### src/rtl/tank_pkg.sv
// rtl/tank_pkg.sv - shared tank constants: direction encoding, playfield bounds, shell FSM states
package tank_pkg;

  localparam logic [1:0] DIR_LEFT  = 2'b00;
  localparam logic [1:0] DIR_RIGHT = 2'b01;
  localparam logic [1:0] DIR_DOWN  = 2'b10;
  localparam logic [1:0] DIR_UP    = 2'b11;

  localparam int X_MIN = 1;
  localparam int X_MAX = 639;
  localparam int Y_MIN = 1;
  localparam int Y_MAX = 479;

  typedef enum logic [1:0] {
    IDLE     = 2'd0,
    FLIGHT   = 2'd1,
    COOLDOWN = 2'd2
  } shell_state_t;

endpackage

### src/rtl/shell_muzzle.sv
// rtl/shell_muzzle.sv - combinational muzzle position and spawn-in-bounds check
module shell_muzzle
  import tank_pkg::*;
#(
  parameter int SHELL_SIZE = 2
) (
  input  logic [9:0] TankX,
  input  logic [9:0] TankY,
  input  logic [9:0] TankS,
  input  logic [1:0] direction,
  output logic [9:0] spawn_x,
  output logic [9:0] spawn_y,
  output logic       spawn_valid
);

  // 12-bit arithmetic; the backward case is only used once its bound check shows no underflow
  logic [11:0] cx, cy, back, fwd_x, rev_x, fwd_y, rev_y;

  assign cx    = {2'b00, TankX};
  assign cy    = {2'b00, TankY};
  assign back  = {2'b00, TankS} + 12'(SHELL_SIZE);
  assign fwd_x = cx + back;
  assign rev_x = cx - back;
  assign fwd_y = cy + back;
  assign rev_y = cy - back;

  always_comb begin
    spawn_x     = TankX;
    spawn_y     = TankY;
    spawn_valid = 1'b0;
    case (direction)
      DIR_LEFT: begin
        spawn_x     = rev_x[9:0];
        spawn_valid = (cx >= back + 12'(X_MIN + SHELL_SIZE)) &&
                      (cx + 12'(SHELL_SIZE) <= back + 12'(X_MAX));
      end
      DIR_RIGHT: begin
        spawn_x     = fwd_x[9:0];
        spawn_valid = (fwd_x >= 12'(X_MIN + SHELL_SIZE)) &&
                      (fwd_x + 12'(SHELL_SIZE) <= 12'(X_MAX));
      end
      DIR_DOWN: begin
        spawn_y     = fwd_y[9:0];
        spawn_valid = (fwd_y >= 12'(Y_MIN + SHELL_SIZE)) &&
                      (fwd_y + 12'(SHELL_SIZE) <= 12'(Y_MAX));
      end
      default: begin
        spawn_y     = rev_y[9:0];
        spawn_valid = (cy >= back + 12'(Y_MIN + SHELL_SIZE)) &&
                      (cy + 12'(SHELL_SIZE) <= back + 12'(Y_MAX));
      end
    endcase
  end

endmodule

### src/rtl/tank_shell.sv
// rtl/tank_shell.sv - per-player shell controller: fire edge detect, flight FSM, cooldown
module tank_shell
  import tank_pkg::*;
#(
  parameter int SHELL_STEP      = 4,
  parameter int SHELL_SIZE      = 2,
  parameter int COOLDOWN_FRAMES = 30
) (
  input  logic       frame_clk,
  input  logic       Reset,
  input  logic       fire,
  input  logic [9:0] TankX,
  input  logic [9:0] TankY,
  input  logic [9:0] TankS,
  input  logic [1:0] direction,
  input  logic       barrier_collision,
  input  logic       enemy_hit,
  output logic [9:0] ShellX,
  output logic [9:0] ShellY,
  output logic [9:0] ShellS,
  output logic       shell_active,
  output logic [1:0] shell_dir,
  output logic       score_pulse
);

  localparam int CW = $clog2(COOLDOWN_FRAMES) + 1;

  shell_state_t state, next_state;
  logic          fire_q, press, at_edge, active_d, pulse_d, spawn_valid;
  logic [9:0]    spawn_x, spawn_y;
  logic [10:0]   sx, sy;
  logic [CW-1:0] cnt;

  shell_muzzle #(.SHELL_SIZE(SHELL_SIZE)) u_muzzle (
    .TankX(TankX), .TankY(TankY), .TankS(TankS), .direction(direction),
    .spawn_x(spawn_x), .spawn_y(spawn_y), .spawn_valid(spawn_valid)
  );

  assign ShellS = 10'(SHELL_SIZE);
  assign press  = fire && !fire_q;
  assign sx     = {1'b0, ShellX};
  assign sy     = {1'b0, ShellY};

  // Would the next step carry the shell outside the playfield?
  always_comb begin
    at_edge = 1'b0;
    case (shell_dir)
      DIR_LEFT:  at_edge = sx < 11'(X_MIN + SHELL_SIZE + SHELL_STEP);
      DIR_RIGHT: at_edge = sx + 11'(SHELL_SIZE + SHELL_STEP) > 11'(X_MAX);
      DIR_DOWN:  at_edge = sy + 11'(SHELL_SIZE + SHELL_STEP) > 11'(Y_MAX);
      default:   at_edge = sy < 11'(Y_MIN + SHELL_SIZE + SHELL_STEP);
    endcase
  end

  always_ff @(posedge frame_clk) begin
    if (Reset) state <= IDLE;
    else       state <= next_state;
  end

  always_comb begin
    next_state = state;
    case (state)
      IDLE:     if (press && spawn_valid) next_state = FLIGHT;
      FLIGHT:   if (enemy_hit || barrier_collision || at_edge) next_state = COOLDOWN;
      COOLDOWN: if (cnt <= CW'(1)) next_state = IDLE;
      default:  next_state = IDLE;
    endcase
  end

  always_comb begin
    active_d = (next_state == FLIGHT);
    pulse_d  = (state == FLIGHT) && enemy_hit;
  end

  always_ff @(posedge frame_clk) begin
    if (Reset) begin
      fire_q       <= 1'b1;
      shell_active <= 1'b0;
      score_pulse  <= 1'b0;
      ShellX       <= '0;
      ShellY       <= '0;
      shell_dir    <= DIR_LEFT;
      cnt          <= '0;
    end else begin
      fire_q       <= fire;
      shell_active <= active_d;
      score_pulse  <= pulse_d;
      if (state == IDLE && next_state == FLIGHT) begin
        ShellX    <= spawn_x;
        ShellY    <= spawn_y;
        shell_dir <= direction;
      end else if (state == FLIGHT && next_state == FLIGHT) begin
        case (shell_dir)
          DIR_LEFT:  ShellX <= ShellX - 10'(SHELL_STEP);
          DIR_RIGHT: ShellX <= ShellX + 10'(SHELL_STEP);
          DIR_DOWN:  ShellY <= ShellY + 10'(SHELL_STEP);
          default:   ShellY <= ShellY - 10'(SHELL_STEP);
        endcase
      end
      // The counter reaches zero on the same edge that returns the FSM to IDLE
      if (state != COOLDOWN && next_state == COOLDOWN)
        cnt <= CW'(COOLDOWN_FRAMES - 1);
      else if (state == COOLDOWN && cnt != '0)
        cnt <= cnt - CW'(1);
    end
  end

endmodule
### config.mk
export PLATFORM = sky130hd
export DESIGN_NAME = tank_shell
export DESIGN_NICKNAME = d
export VERILOG_FILES = /design/src/rtl/tank_pkg.sv /design/src/rtl/shell_muzzle.sv /design/src/rtl/tank_shell.sv
export SDC_FILE = /design/constraint.sdc
export NUM_CORES = 1
export LEC_CHECK = 0
export CORE_MARGIN = 4
export CORE_UTILIZATION = 50
export CTS_CLUSTER_SIZE = 12
export DETAILED_ROUTE_END_ITERATION = 12
export HOLD_SLACK_MARGIN = 0.12
export PLACE_DENSITY_LB_ADDON = 0.08
export SETUP_SLACK_MARGIN = 0.1
export SYNTH_ARGS = -nofsm -noshare
export SYNTH_HDL_FRONTEND = slang
export SYNTH_SLANG_ARGS = --single-unit
### constraint.sdc
create_clock -name frame_clk -period 5.3 [get_ports frame_clk]
set_input_delay 1.06 -clock frame_clk [delete_from_list [all_inputs] [get_ports frame_clk]]
set_output_delay 1.06 -clock frame_clk [all_outputs]
set_load 0.03 [all_outputs]
==> results.json, run 1 <==
{
  "status": "finished, final reports clean",
  "critPathRequiredTime_ps": 5420,
  "antenna_found_initial": 0,
  "critical-path-max-stage-delay_ps": 420,
  "max_slew_margin": 0.133,
  "fin_crit_sh": 0.941,
  "gr-total-overflow": 0,
  "start_util": 0.520,
  "rows": 41,
  "final_nets": 1161,
  "critPathCaptureType": "flip-flop",
  "grt.met3_usage": 0.0265,
  "die_w_um": 123,
  "postLayoutCoreUtil": 0.657,
  "met2_usage": 0.501,
  "most-common-layout-cells": "ha_1, buf_4, a21oi_1, xnor2_1, clkdlybuf4s50_1",
  "cp_max_fo": 9,
  "synthCells": 860,
  "power_density_mw_per_mm2": 175,
  "clk_path_buf_depth": 2,
  "synth_area_mm2": 0.00667,
  "gp_congestion": 0.942,
  "yosysWarnings": 0,
  "hold_buffers": 0,
  "r2r_setup_slack_ps": 2050,
  "io_pins": 71,
  "synthArstFlopShare": 0,
  "portBuffers": 60,
  "routed_wl_mm": 22.3,
  "ir_drop_uv": 116,
  "cts-root-buf": "clkbuf_16",
  "synthTopCellsByArea": "ha_1, dfxtp_1, xnor2_1, a21oi_1, nor2_1",
  "areaGrowthSynthToFinish_pct": 26.3,
  "min_path_type": "flip-flop to flip-flop",
  "vias": 7122,
  "critical_path.top_delay_family": "buffers and inverters",
  "final_common_cell": "ha_1",
  "syn_area_per_cell_um2": 7.75,
  "synth_top_area_frac": 0.210,
  "max_cap_viol_count": 0,
  "htree_levels": 2,
  "clock_sinks": 33,
  "cp.arrival_ps": 5110,
  "clk_transition_reported_paths_ps": 50,
  "numCtsBuffers": 5,
  "total_power_w": 0.00147,
  "grtUsageMet1": 0.374,
  "ys_seq_area_frac": 0.0991,
  "n_antenna_cell": 0,
  "hpwl_mm": 17.8,
  "grt_usage": 0.287,
  "firstDrtPassIters": 6,
  "drive_above_1_share": 0.170,
  "crit_chain": "clkdlybuf4s50_1 -> buf_4 -> ha_1 -> or2_2 -> or2_2 -> nor2_1 -> xnor2_1 -> buf_4 -> ha_1 -> nand2_1 -> o21ai_1 -> nor4_2 -> o21ai_1 -> a41oi_2 -> o31ai_4 -> buf_4 -> a21oi_4 -> buf_4 -> mux2i_1 -> nor2_1",
  "drc": 0,
  "drt-initial-drc-count": 761,
  "cts_tree": "built",
  "finalSetupViolations": 0,
  "synth_cell_types": 82,
  "cp_slowest_cell": "clkdlybuf4s50_1",
  "wl_per_cell_um": 19.0,
  "top_usage_layer": "met2",
  "die_area_mm2": 0.0152,
  "cp_num_buf_inv": 5,
  "die_h_um": 123,
  "grt_max_degree": 35,
  "clock_latency_ps": 280,
  "grt_pass1_wl_mm": 34.9,
  "post-route-min-period_ps": 4990,
  "start_kind": "input pin",
  "final-hold-violation-count": 0,
  "synth_edf_count": 0,
  "core_mm2": 0.0128,
  "grt_pass1_vias": 6836,
  "setup_tns_ps": 0,
  "yosys.area.top_type": "ha_1",
  "crit_top_cell": "buf_4",
  "ys.flop_type": "dfxtp_1",
  "max_freq_ghz": 0.200,
  "yosys_register_bits": 33,
  "leakage_nw": 3.63,
  "slew_viol_final": 0,
  "vias_per_cell": 6.05,
  "finClkSkew_ps": 3.55,
  "worstMarginPinSlew_ps": 1290,
  "worstSetupPathType": "input pin to flip-flop",
  "drtAntennaViolNets": 0
}
worst register-to-register path: cells and delay by family (launching register included):
kind | cells | cell delay (ps)
flip-flops | 1 | 380
AO/OA/AOI/OAI | 6 | 1340
AND/OR/NAND/NOR | 3 | 1260
buffers and inverters | 1 | 150
final cells by class:
type / count / area, um^2
clock buffer: 7 / 143
multi-input combinational: 750 / 5820
fill: 1127 / 4400
timing repair buffer: 164 / 1390
inverter: 52 / 195
tap: 172 / 215
sequential: 33 / 661
layer usage:
layer  share of wire  wire (um)  up-vias
met3           0.053       1180       36
met1            0.44       9810     3404
met2            0.49      10900      251
met5               0          0        -
li1                -          -     3431
met4           0.022        484        0
state kept, by name, summed over array words and instances, names as in the netlist:
register      count
ShellX           10
ShellY           10
cnt               6
fire_q            1
score_pulse       1
shell_active      1
shell_dir         2
state             2
where the power goes:
group | internal (W) | total (W) | switching (W)
registers | 0.000259 | 0.000280 | 0.0000210
clock network | 0.000184 | 0.000286 | 0.000102
logic | 0.000412 | 0.000909 | 0.000497
metrics by stage:
stage                     hold slack, ps  area (um^2)  cells  setup WS [ps]
after floorplan                      484         6700    868            589
after global placement               503         8050   1163           -126
after detailed placement             513         8050   1163           -302
after CTS                            519         8240   1172           76.9
after global routing                 565         8420   1178          -7.34
final                                518         8420   1178            311
worst paths after layout:
kind,startpoint,end,cells after the start
min,cnt[1]$_SDFFE_PP0P_,cnt[1]$_SDFFE_PP0P_,2
min reg2reg,cnt[1]$_SDFFE_PP0P_,cnt[1]$_SDFFE_PP0P_,2
max,TankS[2],ShellX[0]$_SDFFE_PP0P_,20
max reg2reg,state[0]$_SDFF_PP0_,ShellX[7]$_SDFFE_PP0P_,10
cells in the mapped netlist (10+ instances only):
library cell,number
ha_1,112
a21oi_1,68
xnor2_1,67
nor2_1,60
inv_1,50
nand2_1,50
nand3_1,41
dfxtp_1,33
o21ai_0,32
nor3_1,24
a211oi_1,22
xor2_1,22
o21bai_1,19
clkbuf_1,15
a21o_1,13
a31oi_1,13
mux2i_1,13
nand4_1,13
buf_4,12
nor2b_1,10
what timing repair did:
action                     4_1_cts  5_1_grt
pin swaps                        1        6
resized for setup                6       32
gates cloned                     1        1
buffers inserted                 1        5
setup endpoints to repair       17       24
logic make-up after synthesis:
logic type,count (synthesis),synth area share
muxes,18,0.0280
and+or+nand+nor,278,0.224
other,2,0.00113
adders and majority gates,118,0.228
xor gates and xnor gates,90,0.119
DFF,33,0.0991
buffers and inverters,87,0.0591
AOI/OAI and AO/OA,234,0.241
No activity file was read; power rests on OpenSTA's default activity.
==> run 2, diff against run 1 <==
- clock period: 5.3 -> 4.4 ns (I/O delays scaled with it)
==> run 2 against run 1 <==
Worst hold slack improved by 28 ps. Combinational power up 47%. Critical path depth decreased by 2. Utilization grew 11 points. Via count rose by 7.0%. Clock skew grew 0.94 ps. Power is 35% higher. Setup slack got worse by 150 ps.
==> results.json, run 2 (synthesized netlist as in run 1, its figures left out) <==
{
  "status": "finished, final reports clean",
  "fin_cells": 1269,
  "max_slew_margin": 0.204,
  "hp-start": "cnt[5]$_SDFFE_PP0P_",
  "worstSetupPathDepth": 18,
  "holdPathStages": 2,
  "firstDrtPassIters": 5,
  "vias_per_cell": 6.00,
  "start_util": 0.520,
  "max_freq_ghz": 0.236,
  "htree_levels": 2,
  "finalSetupViolations": 0,
  "areaGrowthSynthToFinish_pct": 47.2,
  "grt_pass1_vias": 7438,
  "min_path_type": "flip-flop to flip-flop",
  "routed_wl_mm": 24.6,
  "cp_slowest_cell": "or4_4",
  "final-hold-violation-count": 0,
  "most-common-layout-cells": "buf_4, ha_1, a21oi_1, xnor2_1, nor2_1",
  "critical-path-max-stage-delay_ps": 560,
  "io_pins": 71,
  "final_common_cell": "buf_4",
  "worstMarginPinSlew_ps": 1190,
  "power_density_mw_per_mm2": 203,
  "worstSetupPathType": "input pin to flip-flop",
  "hpwl_mm": 18.9,
  "cp_num_buf_inv": 4,
  "grt_usage": 0.311,
  "die_h_um": 123,
  "grt_max_degree": 34,
  "critPathCaptureType": "flip-flop",
  "max_cap_viol_count": 0,
  "drc": 0,
  "rsz0062_at_grt": "yes",
  "post-route-min-period_ps": 4240,
  "die_area_mm2": 0.0152,
  "fin_crit_sh": 0.963,
  "drive_above_1_share": 0.324,
  "worstSetupStartpoint": "TankS[2]",
  "reg2reg_depth": 11,
  "cp_max_fo": 5,
  "finClkSkew_ps": 4.48,
  "portBuffers": 60,
  "grt_pass1_wl_mm": 37.8,
  "die_w_um": 123,
  "rows": 41,
  "vias": 7618,
  "rr_startpoint": "state[0]$_SDFF_PP0_",
  "core_mm2": 0.0128,
  "ir_drop_uv": 131,
  "wl_per_cell_um": 19.4,
  "crit_chain": "buf_6 -> ha_4 -> nand2b_4 -> and2_4 -> inv_4 -> ha_4 -> or2_2 -> o22a_1 -> xnor2_2 -> or4_4 -> o31ai_4 -> a21oi_2 -> a32o_2 -> a21oi_4 -> buf_6 -> buf_12 -> nor3b_1 -> nor4_1",
  "gr-total-overflow": 0,
  "cts_tree": "built",
  "drt-initial-drc-count": 766,
  "slew_viol_final": 0,
  "drtAntennaViolNets": 0,
  "clk_path_buf_depth": 2,
  "clock_sinks": 33,
  "gp_congestion": 0.978,
  "antenna_found_initial": 0,
  "clk_transition_reported_paths_ps": 50,
  "hold_slack_ps": 545,
  "critical_path.top_delay_family": "simple AND/OR/NAND/NOR gates",
  "start_kind": "input pin",
  "dp.cells": 1242,
  "leakage_nw": 4.28,
  "reg.largest.list": "ShellX: 10 flops, ShellY: 10 flops, cnt: 6 flops",
  "numCtsBuffers": 5,
  "n_antenna_cell": 0,
  "final_nets": 1253,
  "clock_latency_ps": 280,
  "cts-root-buf": "clkbuf_16",
  "cp.arrival_ps": 4340,
  "critPathRequiredTime_ps": 4500,
  "total_power_w": 0.00199
}
[run 2: cell count changes in the layout (fill, tap and decap cells not counted), moves of 11 or more]
cell,change
buf_4,+81
ha_1,-15
clkdlybuf4s50_1,-13
ha_4,+12
buf_6,+11
[run 2: metrics by stage]
step | setup TNS, ps | utilization | instance area [um^2] | setup slack, ps
2_1_floorplan | 0 | - | 6730 | 122
3_3_place_gp | -14610 | 0.677 | 8680 | -705
3_5_place_dp | -17780 | 0.677 | 8680 | -868
4_1_cts | 0 | 0.720 | 9230 | 113
5_1_grt | -2.73 | 0.765 | 9820 | -2.73
6_report | 0 | 0.765 | 9820 | 162
[run 2: worst paths after layout]
kind | endpoint | slack (ps)
worst max-delay path | ShellY[3]$_SDFFE_PP0P_ | 160
worst min-delay path | cnt[5]$_SDFFE_PP0P_ | 550
worst max register to register | ShellY[3]$_SDFFE_PP0P_ | 1120
worst min register to register | cnt[5]$_SDFFE_PP0P_ | 550
[run 2: area by class of cell]
type | count | area [um^2]
Sequential cell | 33 | 661
Multi-Input combinational cell | 748 | 6420
Fill cell | 972 | 3010
Clock buffer | 5 | 125
Inverter | 52 | 203
Timing Repair Buffer | 258 | 2190
Tap cell | 172 | 215
Clock inverter | 1 | 5.00
[run 2: worst min-delay path: cells and delay by family (launching register included)]
| kind | cells | cell delay [ps] |
|---|---|---|
| simple gates | 1 | 80 |
| flops | 1 | 350 |
| xor+xnor | 1 | 80 |
[run 2: timing repair]
item                       in CTS  in global routing
gates resized for setup       101                 97
hold buffers                    0                  0
setup endpoints to repair      24                 24
buffers inserted                8                 11
cloned                          1                  2
pin swaps                      26                 33
[run 2: per-layer routing]
layer	track usage	up-vias	routed length (um)
met1	0.410	3605	10500
met3	0.0279	68	1450
met2	0.542	324	11900
met4	0.0858	0	779
met5	0	-	0
li1	-	3621	-
[run 2: report_power, final]
part | internal, W | switching, W
Combinational | 0.000640 | 0.000695
Sequential | 0.000312 | 0.0000251
Clock | 0.000202 | 0.000119
